[config.mk]
export PLATFORM = sky130hd
export DESIGN_NAME = button_conditioner_flat
export DESIGN_NICKNAME = d
export VERILOG_FILES = /design/src/rtl/button_conditioner_pkg.sv /design/src/rtl/button_conditioner_if.sv /design/src/rtl/button_conditioner_debounce_fsm.sv /design/src/rtl/button_conditioner.sv /design/src/flat_wrapper.sv
export SDC_FILE = /design/constraint.sdc
export NUM_CORES = 1
export LEC_CHECK = 0
export BUFFER_PORTS_ARGS = -buffer_cell sky130_fd_sc_hd__buf_4
export CAP_MARGIN = 20
export CORE_MARGIN = 2
export CORE_UTILIZATION = 60
export CTS_CLUSTER_DIAMETER = 60
export CTS_CLUSTER_SIZE = 14
export DETAILED_ROUTE_END_ITERATION = 8
export GPL_ROUTABILITY_DRIVEN = 0
export GPL_TIMING_DRIVEN = 0
export PLACE_DENSITY = 0.78
export SLEW_MARGIN = 20
export SYNTH_ARGS = -nofsm -noshare
export SYNTH_HDL_FRONTEND = slang
export SYNTH_SLANG_ARGS = --single-unit
[constraint.sdc]
create_clock -name CLK -period 2.3 [get_ports CLK]
set_input_delay 0.345 -clock CLK [delete_from_list [all_inputs] [get_ports CLK]]
set_output_delay 0.345 -clock CLK [all_outputs]
set_load 0.01 [all_outputs]
[src/rtl/button_conditioner_pkg.sv]
// Shared types and defaults for the button conditioner.
//   btn_state_t      : per-button debounce FSM state
//   DEFAULT_DEBOUNCE : 10 ms at 50 MHz
package btn_pkg;

  typedef enum logic [1:0] {
    IDLE,
    PRESS_WAIT,
    HELD,
    RELEASE_WAIT
  } btn_state_t;

  localparam int DEFAULT_DEBOUNCE = 500000;

endpackage

[src/rtl/button_conditioner_if.sv]
// Button bus between the board keys and the conditioner.
//   BTN     : raw active-low keys (asynchronous, bouncing)
//   LEVEL   : debounced state, 1 = pressed
//   PRESS   : one-cycle pulse per accepted press
//   RELEASE : one-cycle pulse per accepted release
//   RUN     : run/stop toggle driven by button 0
// master = key/consumer side, slave = conditioner.
interface button_conditioner_if #(
  parameter int N_BTN = 2
);

  logic [N_BTN-1:0] BTN;
  logic [N_BTN-1:0] LEVEL;
  logic [N_BTN-1:0] PRESS;
  logic [N_BTN-1:0] RELEASE;
  logic             RUN;

  modport master (output BTN, input LEVEL, input PRESS, input RELEASE, input RUN);
  modport slave  (input BTN, output LEVEL, output PRESS, output RELEASE, output RUN);

endinterface

[src/rtl/button_conditioner_debounce_fsm.sv]
// One-button conditioner: 2-flop synchronizer, saturating stability counter,
// debounce FSM and registered level/pulse outputs.
//   clk_i, rst_ni : clock, asynchronous active-low reset
//   btn_i         : raw active-low key
//   level_o       : debounced state (1 = pressed)
//   press_o       : one-cycle pulse after an accepted press
//   release_o     : one-cycle pulse after an accepted release
//   press_nxt_o   : value press_o takes at the next edge (lets the RUN flop
//                   toggle on the same edge PRESS rises)
module debounce_fsm
  import btn_pkg::*;
#(
  parameter int DEBOUNCE_CYCLES = DEFAULT_DEBOUNCE
) (
  input  logic clk_i,
  input  logic rst_ni,
  input  logic btn_i,
  output logic level_o,
  output logic press_o,
  output logic release_o,
  output logic press_nxt_o
);

  localparam int               CNT_W   = $clog2(DEBOUNCE_CYCLES);
  localparam logic [CNT_W-1:0] CNT_MAX = CNT_W'(DEBOUNCE_CYCLES - 1);

  logic [1:0]       sync_q;
  logic             s;
  btn_state_t       state_q, state_d;
  logic [CNT_W-1:0] cnt_q, cnt_d;
  logic             level_q, level_d;
  logic             press_q, press_d;
  logic             release_q, release_d;

  // Synchronizer resets to "released" so a key held through reset is seen
  // as a fresh falling edge and still debounced normally.
  always_ff @(posedge clk_i or negedge rst_ni) begin
    if (!rst_ni) sync_q <= 2'b11;
    else         sync_q <= {sync_q[0], btn_i};
  end

  assign s = sync_q[1];

  always_ff @(posedge clk_i or negedge rst_ni) begin
    if (!rst_ni) begin
      state_q   <= IDLE;
      cnt_q     <= '0;
      level_q   <= 1'b0;
      press_q   <= 1'b0;
      release_q <= 1'b0;
    end else begin
      state_q   <= state_d;
      cnt_q     <= cnt_d;
      level_q   <= level_d;
      press_q   <= press_d;
      release_q <= release_d;
    end
  end

  // Counter only advances below CNT_MAX, so it saturates rather than wraps.
  always_comb begin
    state_d   = state_q;
    cnt_d     = cnt_q;
    press_d   = 1'b0;
    release_d = 1'b0;
    case (state_q)
      IDLE: begin
        if (!s) begin
          state_d = PRESS_WAIT;
          cnt_d   = '0;
        end
      end
      PRESS_WAIT: begin
        if (s) begin
          state_d = IDLE;
        end else if (cnt_q == CNT_MAX) begin
          state_d = HELD;
          press_d = 1'b1;
        end else begin
          cnt_d = cnt_q + CNT_W'(1);
        end
      end
      HELD: begin
        if (s) begin
          state_d = RELEASE_WAIT;
          cnt_d   = '0;
        end
      end
      RELEASE_WAIT: begin
        if (!s) begin
          state_d = HELD;
        end else if (cnt_q == CNT_MAX) begin
          state_d   = IDLE;
          release_d = 1'b1;
        end else begin
          cnt_d = cnt_q + CNT_W'(1);
        end
      end
      default: state_d = IDLE;
    endcase
    level_d = (state_d == HELD) || (state_d == RELEASE_WAIT);
  end

  assign level_o     = level_q;
  assign press_o     = press_q;
  assign release_o   = release_q;
  assign press_nxt_o = press_d;

endmodule

[src/rtl/button_conditioner.sv]
// Button front end: per-button debounce plus the RUN toggle that replaces
// the raw ON_OFF key for the start/stop and crawl logic.
//   CLK   : 50 MHz system clock
//   CLEAR : asynchronous active-low reset
//   bus   : slave side of the button bus (BTN in; LEVEL/PRESS/RELEASE/RUN out)
module button_conditioner
  import btn_pkg::*;
#(
  parameter int N_BTN           = 2,
  parameter int DEBOUNCE_CYCLES = DEFAULT_DEBOUNCE,
  parameter bit RUN_INIT        = 1'b0
) (
  input  logic                 CLK,
  input  logic                 CLEAR,
  button_conditioner_if.slave  bus
);

  logic [N_BTN-1:0] level_w;
  logic [N_BTN-1:0] press_w;
  logic [N_BTN-1:0] release_w;
  logic [N_BTN-1:0] press_nxt_w;
  logic             run_q, run_d;

  for (genvar g = 0; g < N_BTN; g++) begin : g_btn
    debounce_fsm #(
      .DEBOUNCE_CYCLES(DEBOUNCE_CYCLES)
    ) u_fsm (
      .clk_i      (CLK),
      .rst_ni     (CLEAR),
      .btn_i      (bus.BTN[g]),
      .level_o    (level_w[g]),
      .press_o    (press_w[g]),
      .release_o  (release_w[g]),
      .press_nxt_o(press_nxt_w[g])
    );
  end

  // Toggle on the next-state of PRESS[0] so RUN and PRESS[0] change together.
  assign run_d = run_q ^ press_nxt_w[0];

  always_ff @(posedge CLK or negedge CLEAR) begin
    if (!CLEAR) run_q <= RUN_INIT;
    else        run_q <= run_d;
  end

  assign bus.LEVEL   = level_w;
  assign bus.PRESS   = press_w;
  assign bus.RELEASE = release_w;
  assign bus.RUN     = run_q;

endmodule
[src/flat_wrapper.sv]
// flat-port wrapper written by rule: the top's interface ports become plain ports
module button_conditioner_flat import btn_pkg::*;
#(
  parameter int N_BTN           = 2,
  parameter int DEBOUNCE_CYCLES = DEFAULT_DEBOUNCE,
  parameter bit RUN_INIT        = 1'b0
)
  (CLK, CLEAR, bus_BTN, bus_LEVEL, bus_PRESS, bus_RELEASE, bus_RUN);
  button_conditioner_if #(.N_BTN(N_BTN)) bus_i ();
  input  logic CLK;
  input  logic CLEAR;
  input wire logic [$bits(bus_i.BTN)-1:0] bus_BTN;
  output wire logic [$bits(bus_i.LEVEL)-1:0] bus_LEVEL;
  output wire logic [$bits(bus_i.PRESS)-1:0] bus_PRESS;
  output wire logic [$bits(bus_i.RELEASE)-1:0] bus_RELEASE;
  output wire logic [$bits(bus_i.RUN)-1:0] bus_RUN;
  assign bus_i.BTN = bus_BTN;
  assign bus_LEVEL = bus_i.LEVEL;
  assign bus_PRESS = bus_i.PRESS;
  assign bus_RELEASE = bus_i.RELEASE;
  assign bus_RUN = bus_i.RUN;
  button_conditioner #(.N_BTN(N_BTN), .DEBOUNCE_CYCLES(DEBOUNCE_CYCLES), .RUN_INIT(RUN_INIT)) u_core (.CLK(CLK), .CLEAR(CLEAR), .bus(bus_i));
endmodule
==> flow_summary.json, run 1 <==
{
  "seq_area_frac_synth": 0.477,
  "io_buffers": 10,
  "worstSetupStartpointType": "flip-flop",
  "grt_pass1_vias": 2163,
  "dp.cells": 361,
  "post_drt_wl_per_cell_um": 15.4,
  "yosys.area.top_type_share": 0.439,
  "die_y_um": 72.2,
  "initial_utilization": 0.632,
  "drt_pass1_iterations": 4,
  "ys_async_sr_fraction": 1.00,
  "clock_latency_ps": 310,
  "vias": 2259,
  "worstSetupPathType": "flip-flop to flip-flop",
  "setup_viol": 0,
  "nNetsFinal": 322,
  "syn_inst": 299,
  "synth_area_um2": 2790,
  "synth_cell_types": 57,
  "via_per_inst": 6.12,
  "drt_iter0_drc": 152,
  "drc": 0,
  "fin_tns_setup_ps": 0,
  "grt_usage": 0.239,
  "fin_util": 0.689,
  "grt_first_pass_wirelength_um": 9840,
  "rsz0062_at_grt": "false",
  "period_share": 0.898,
  "yosysTopAreaCell": "dfrtp_1",
  "hold_viol": 0,
  "hp-class": "input pin to async pin",
  "critPathBufInv": 1,
  "die_w_um": 72.2,
  "cp_max_fo": 10,
  "clockRootBuffer": "clkbuf_8",
  "cts_buffer_depth": 2,
  "maxCapViolations": 0,
  "ys_seq_elements": 53,
  "synth.area.top_cells": "dfrtp_1, nand2_1, o21ai_0, dfstp_2, nand3_1",
  "clock.fmax_mhz": 484,
  "synth_ff_type": "dfrtp_1",
  "antenna_cells": 0,
  "synth-edff-count": 0,
  "tightest_slew_ps": 664,
  "final_cells": 369,
  "clkSlewWorstSetupHoldPaths_ps": 110,
  "syn_nets": 305,
  "p_leak_uw": 0.00129,
  "grt_max_degree": 54,
  "tritoncts": "done",
  "cp_top_family": "simple AND/OR/NAND/NOR gates",
  "critical_path.most_common_cell": "nand3_1",
  "core_um2": 4410,
  "crit_path_end_kind": "flip-flop",
  "vdd_drop_max_mv": 0.504,
  "h-tree-depth": 2,
  "numCtsBuffers": 5,
  "slew_headroom": 0.557,
  "p_per_area_nw_per_um2": 554,
  "cp_cell_sequence": "ha_1 > nand3_1 > nor2_1 > a31o_1 > buf_6 > or4_1 > nand3_1",
  "antenna_found_initial": 0,
  "yosysMostFrequentCell": "dfrtp_1",
  "status": "complete, no violations",
  "ant_nets": 0,
  "cpMaxStageDelayCell": "or4_1",
  "arrival_ps": 2320,
  "rows": 24,
  "finClkSkew_ps": 17.0,
  "avgSynthCellArea_um2": 9.34,
  "place_hpwl_um": 3880,
  "synth_common_cells": "dfrtp_1, nand2_1, o21ai_0",
  "critPathMaxStageDelay_ps": 460,
  "dieArea_um2": 5210,
  "drt_wl_total_um": 5680,
  "drv_slew": 0,
  "required_ps": 2560,
  "yosysWarnings": 0,
  "layout-drive-gt1-share": 0.161,
  "areaGrowthSynthToFinish_pct": 8.92,
  "io_pins": 11,
  "grt_overflow": 0,
  "period_minus_slack_ps": 2070,
  "clock_sinks": 53
}
==> what timing repair did <==
action / 4_1_cts / 5_1_grt
hold endpoints to repair: 0 / 0
setup endpoints to repair: 0 / 10
gates resized for setup: 0 / 2
hold buffers: 0 / 0
setup buffers: 0 / 0
==> report_power, final <==
group,total (µW),internal [µW],switching [µW]
Clock,551,222,329
Combinational,122,41.7,80.5
Sequential,1010,968,43.3
==> worst paths after layout <==
path	start	endpoint	slack (ps)	depth (start not counted)
max in group asynchronous	CLEAR	u_core.g_btn[1].u_fsm.cnt_q[12]$_DFFE_PN0P_	1790	1
max reg2reg	u_core.g_btn[0].u_fsm.cnt_q[0]$_DFFE_PN0P_	u_core.g_btn[0].u_fsm.cnt_q[11]$_DFFE_PN0P_	230	7
min in group CLK	bus_BTN[0]	u_core.g_btn[0].u_fsm.sync_q[0]$_DFF_PN1_	140	1
max	u_core.g_btn[0].u_fsm.cnt_q[0]$_DFFE_PN0P_	u_core.g_btn[0].u_fsm.cnt_q[11]$_DFFE_PN0P_	230	7
min reg2reg	u_core.g_btn[0].u_fsm.sync_q[0]$_DFF_PN1_	u_core.g_btn[0].u_fsm.sync_q[1]$_DFF_PN1_	350	0
min	CLEAR	u_core.g_btn[0].u_fsm.cnt_q[14]$_DFFE_PN0P_	40	1
==> state kept, by name, summed over array words and instances (netlist names) <==
| signal | flops |
|---|---|
| u_core.g_btn.u_fsm.cnt_q | 38 |
| u_core.g_btn.u_fsm.state_q | 4 |
| u_core.g_btn.u_fsm.sync_q | 4 |
| u_core.g_btn.u_fsm.level_o | 2 |
| u_core.g_btn.u_fsm.press_o | 2 |
| u_core.g_btn.u_fsm.release_o | 2 |
| u_core.bus.RUN | 1 |
==> per-stage QoR <==
stage,power [µW],cell area [µm²],hold slack [ps],setup WS (ps)
4_1_cts,1700,3030,77.1,123
5_1_grt,1750,3040,114,78.9
3_5_place_dp,1150,2930,348,154
3_3_place_gp,1140,2930,345,200
6_report,1680,3040,42.5,234
2_1_floorplan,1100,2790,49.4,508
==> worst reg2reg max path: stages, from the launching register on <==
cell     delay [ps]
dfrtp_1         450
ha_1            240
nand3_1         250
nor2_1          120
a31o_1          250
buf_6           160
or4_1           460
nand3_1          80
==> final cells by class <==
cell class	count	area, µm²
buffer	18	108
clock buffer	5	68.8
clock inverter	3	26.3
fill	350	1370
inverter	9	33.8
multi-input combinational	219	1330
sequential	53	1330
tap	52	65.1
timing repair buffer	10	75.1
==> kinds of logic after synthesis <==
kind of cell | count (synthesis) | synth area share
AO/OA/AOI/OAI | 71 | 0.168
flip-flops | 53 | 0.477
buffers and inverters | 27 | 0.0507
multiplexers | 7 | 0.0251
adder cells (fa/ha/maj) | 2 | 0.00896
XOR/XNOR | 3 | 0.00941
AND/OR/NAND/NOR | 136 | 0.261
==> cells in the final DEF, fill, tap and decap left out, types with 3 or more instances in the layout <==
cell	n
dfrtp_1	49
nand2_1	44
o21ai_0	25
nand3_1	21
nor2_1	17
buf_4	17
o31ai_1	10
nand4_1	9
nor3_1	9
a21oi_1	8
inv_1	7
or4_1	7
mux2i_1	7
clkbuf_1	5
clkbuf_8	5
buf_2	4
o41ai_1	4
dfstp_2	4
and3_1	3
a21o_1	3
nor4_1	3
a41oi_1	3
and2_1	3
==> routing by layer <==
layer	vias up	GRT usage	wire, µm
li1	1125	-	-
met5	-	0	0
met2	44	0.405	2850
met4	0	0.0839	49
met3	6	0.0389	155
met1	1084	0.314	2630
Note: power is estimated with default switching activity, not from simulation.
==> run 2, diff against run 1 <==
HOLD_SLACK_MARGIN = 0.1   (was default)
==> run 2 against run 1 <==
Non-clock buffer count rose by 1. Worst hold slack improved by 98 ps. Sequential share of layout area fell by 0.14 points. Final cell count rose by 0.27%. Clock skew fell by 0.59 ps. Die area did not move. Flip-flop and latch count did not move. Critical path depth did not move. Register-to-register slack improved by 20 ps. First-iteration DRC count rose by 17%. Largest cell class unchanged. Largest power group unchanged.
==> flow_summary.json, run 2 (synthesis gave the netlist of run 1 again) <==
{
  "status": "complete, no violations",
  "drv_slew": 0,
  "critPathBufInv": 1,
  "die_y_um": 72.2,
  "arrival_ps": 2300,
  "critical_path.most_common_cell": "nand3_1",
  "p_per_area_nw_per_um2": 552,
  "h-tree-depth": 2,
  "p_switching_uw": 452,
  "clkSlewWorstSetupHoldPaths_ps": 110,
  "rows": 24,
  "cp_max_fo": 10,
  "pwr-share-seq": 0.601,
  "worstSetupPathType": "flip-flop to flip-flop",
  "drt_wl_total_um": 5670,
  "cpMaxStageDelayCell": "or4_1",
  "final_common_cell": "dfrtp_1",
  "areaGrowthSynthToFinish_pct": 9.28,
  "tritoncts": "done",
  "drt_pass1_iterations": 5,
  "vias": 2285,
  "grt_max_degree": 54,
  "period_minus_slack_ps": 2050,
  "clockRootBuffer": "clkbuf_8",
  "drc": 0,
  "period_share": 0.891,
  "core_um2": 4410,
  "grt_overflow": 0,
  "clkPwrFrac": 0.326,
  "timing.hold.ws_ps": 140,
  "numCtsBuffers": 5,
  "place_hpwl_um": 3880,
  "worstSetupStartpointType": "flip-flop",
  "p_leak_uw": 0.00129,
  "tightest_slew_ps": 657,
  "swShare": 0.268,
  "maxCapViolations": 0,
  "finalInstanceArea_um2": 3050,
  "io_pins": 11,
  "post_drt_wl_per_cell_um": 15.3,
  "hp-class": "input pin to flip-flop",
  "antenna_found_initial": 0,
  "mostFrequentLayoutCells": "dfrtp_1, nand2_1, o21ai_0, nand3_1",
  "io_buffers": 10,
  "clock.fmax_mhz": 488,
  "ant_nets": 0,
  "critPathMaxStageDelay_ps": 460,
  "clock_sinks": 53,
  "dieArea_um2": 5210,
  "grt_first_pass_wirelength_um": 9870,
  "dp.cells": 361,
  "grt_pass1_vias": 2175,
  "hold_viol": 0,
  "initial_utilization": 0.632,
  "cp_cell_sequence": "ha_1 > nand3_1 > nor2_1 > a31o_1 > buf_6 > or4_1 > nand3_1",
  "layout-drive-gt1-share": 0.160,
  "cts_buffer_depth": 2,
  "finalWorstSetupSlack_ps": 251,
  "rsz0062_at_grt": "false",
  "clock_latency_ps": 310,
  "slew_headroom": 0.562,
  "placement.cell_area_um2": 2930,
  "crit_path_end_kind": "flip-flop",
  "vdd_drop_max_mv": 0.505,
  "dpl_worst_slack_ps": 154,
  "nFillCells": 349,
  "final_cells": 370,
  "largest_register_ffs": 38,
  "grt_usage": 0.240,
  "required_ps": 2550,
  "reg_top3": "u_core.g_btn.u_fsm.cnt_q: 38 flops, u_core.g_btn.u_fsm.state_q: 4 flops, u_core.g_btn.u_fsm.sync_q: 4 flops",
  "internal_power_uw": 1230,
  "setup_viol": 0,
  "nNetsFinal": 323,
  "antenna_cells": 0,
  "cp_top_family": "simple AND/OR/NAND/NOR gates",
  "die_w_um": 72.2,
  "top_register": "u_core.g_btn.u_fsm.cnt_q",
  "fin_tns_setup_ps": 0,
  "via_per_inst": 6.18,
  "comb_power_share": 0.073,
  "drt_iter0_drc": 178,
  "finClkSkew_ps": 16.4
}
## run 2: cell types whose count changed in the layout (fill, tap and decap cells not counted), sizes merged
cell,previous run,this run
dlygate4sd3,0,1
## run 2: power by group through the flow
stage	logic [µW]	clock network (µW)	registers, µW
after CTS	125	562	1010
after global placement	120	0	1020
after detailed placement	122	0	1030
final	124	549	1010
after global routing	143	595	1020
after floorplan	78.0	0	1020
## run 2: per-stage QoR
stage	util	total power [µW]
after global placement	0.664	1140
final	0.691	1680
after CTS	0.688	1700
after global routing	0.691	1750
after detailed placement	0.664	1150
after floorplan	-	1100
## run 2: worst register-to-register path, delay by kind of cell, from the launching register on
family	cells	cell delay, ps
AND/OR/NAND/NOR	4	900
adder cells (fa/ha/maj)	1	240
buffers and inverters	1	160
AO/OA/AOI/OAI	1	250
flip-flops	1	450
## run 2: routing by layer
metal | wire [µm] | up-vias | track usage
met5 | 0 | - | 0
met4 | 44 | 0 | 0.0839
met3 | 150 | 6 | 0.0389
met2 | 2890 | 46 | 0.407
met1 | 2590 | 1108 | 0.314
li1 | - | 1125 | -
## run 2: layout make-up
class                      instances  area [µm²]  area share
clock inverter                     3        26.3     0.00861
tap                               52        65.1      0.0213
buffer                            18         108      0.0353
sequential                        53        1330       0.436
clock buffer                       5        68.8      0.0226
multi-input combinational        219        1330       0.437
inverter                           9        33.8      0.0111
timing repair buffer              11        85.1      0.0279
## run 2: final timing paths
kind / startpoint / end / slack (ps) / cells after the start
setup reg to reg: u_core.g_btn[0].u_fsm.cnt_q[0]$_DFFE_PN0P_ / u_core.g_btn[0].u_fsm.cnt_q[11]$_DFFE_PN0P_ / 250 / 7
hold / removal: bus_BTN[0] / u_core.g_btn[0].u_fsm.sync_q[0]$_DFF_PN1_ / 140 / 1
setup / recovery: u_core.g_btn[0].u_fsm.cnt_q[0]$_DFFE_PN0P_ / u_core.g_btn[0].u_fsm.cnt_q[11]$_DFFE_PN0P_ / 250 / 7
max in group asynchronous: CLEAR / u_core.g_btn[1].u_fsm.release_o$_DFF_PN0_ / 1250 / 2
hold reg to reg: u_core.g_btn[0].u_fsm.sync_q[0]$_DFF_PN1_ / u_core.g_btn[0].u_fsm.sync_q[1]$_DFF_PN1_ / 350 / 0
min in group asynchronous: CLEAR / u_core.g_btn[0].u_fsm.cnt_q[14]$_DFFE_PN0P_ / 590 / 2
## run 2: repair_timing
item | CTS | global route
resized for setup | 0 | 2
endpoints found under the setup margin | 0 | 10
endpoints found under the hold margin | 42 | 0
hold buffers | 1 | 0
setup buffers | 0 | 0
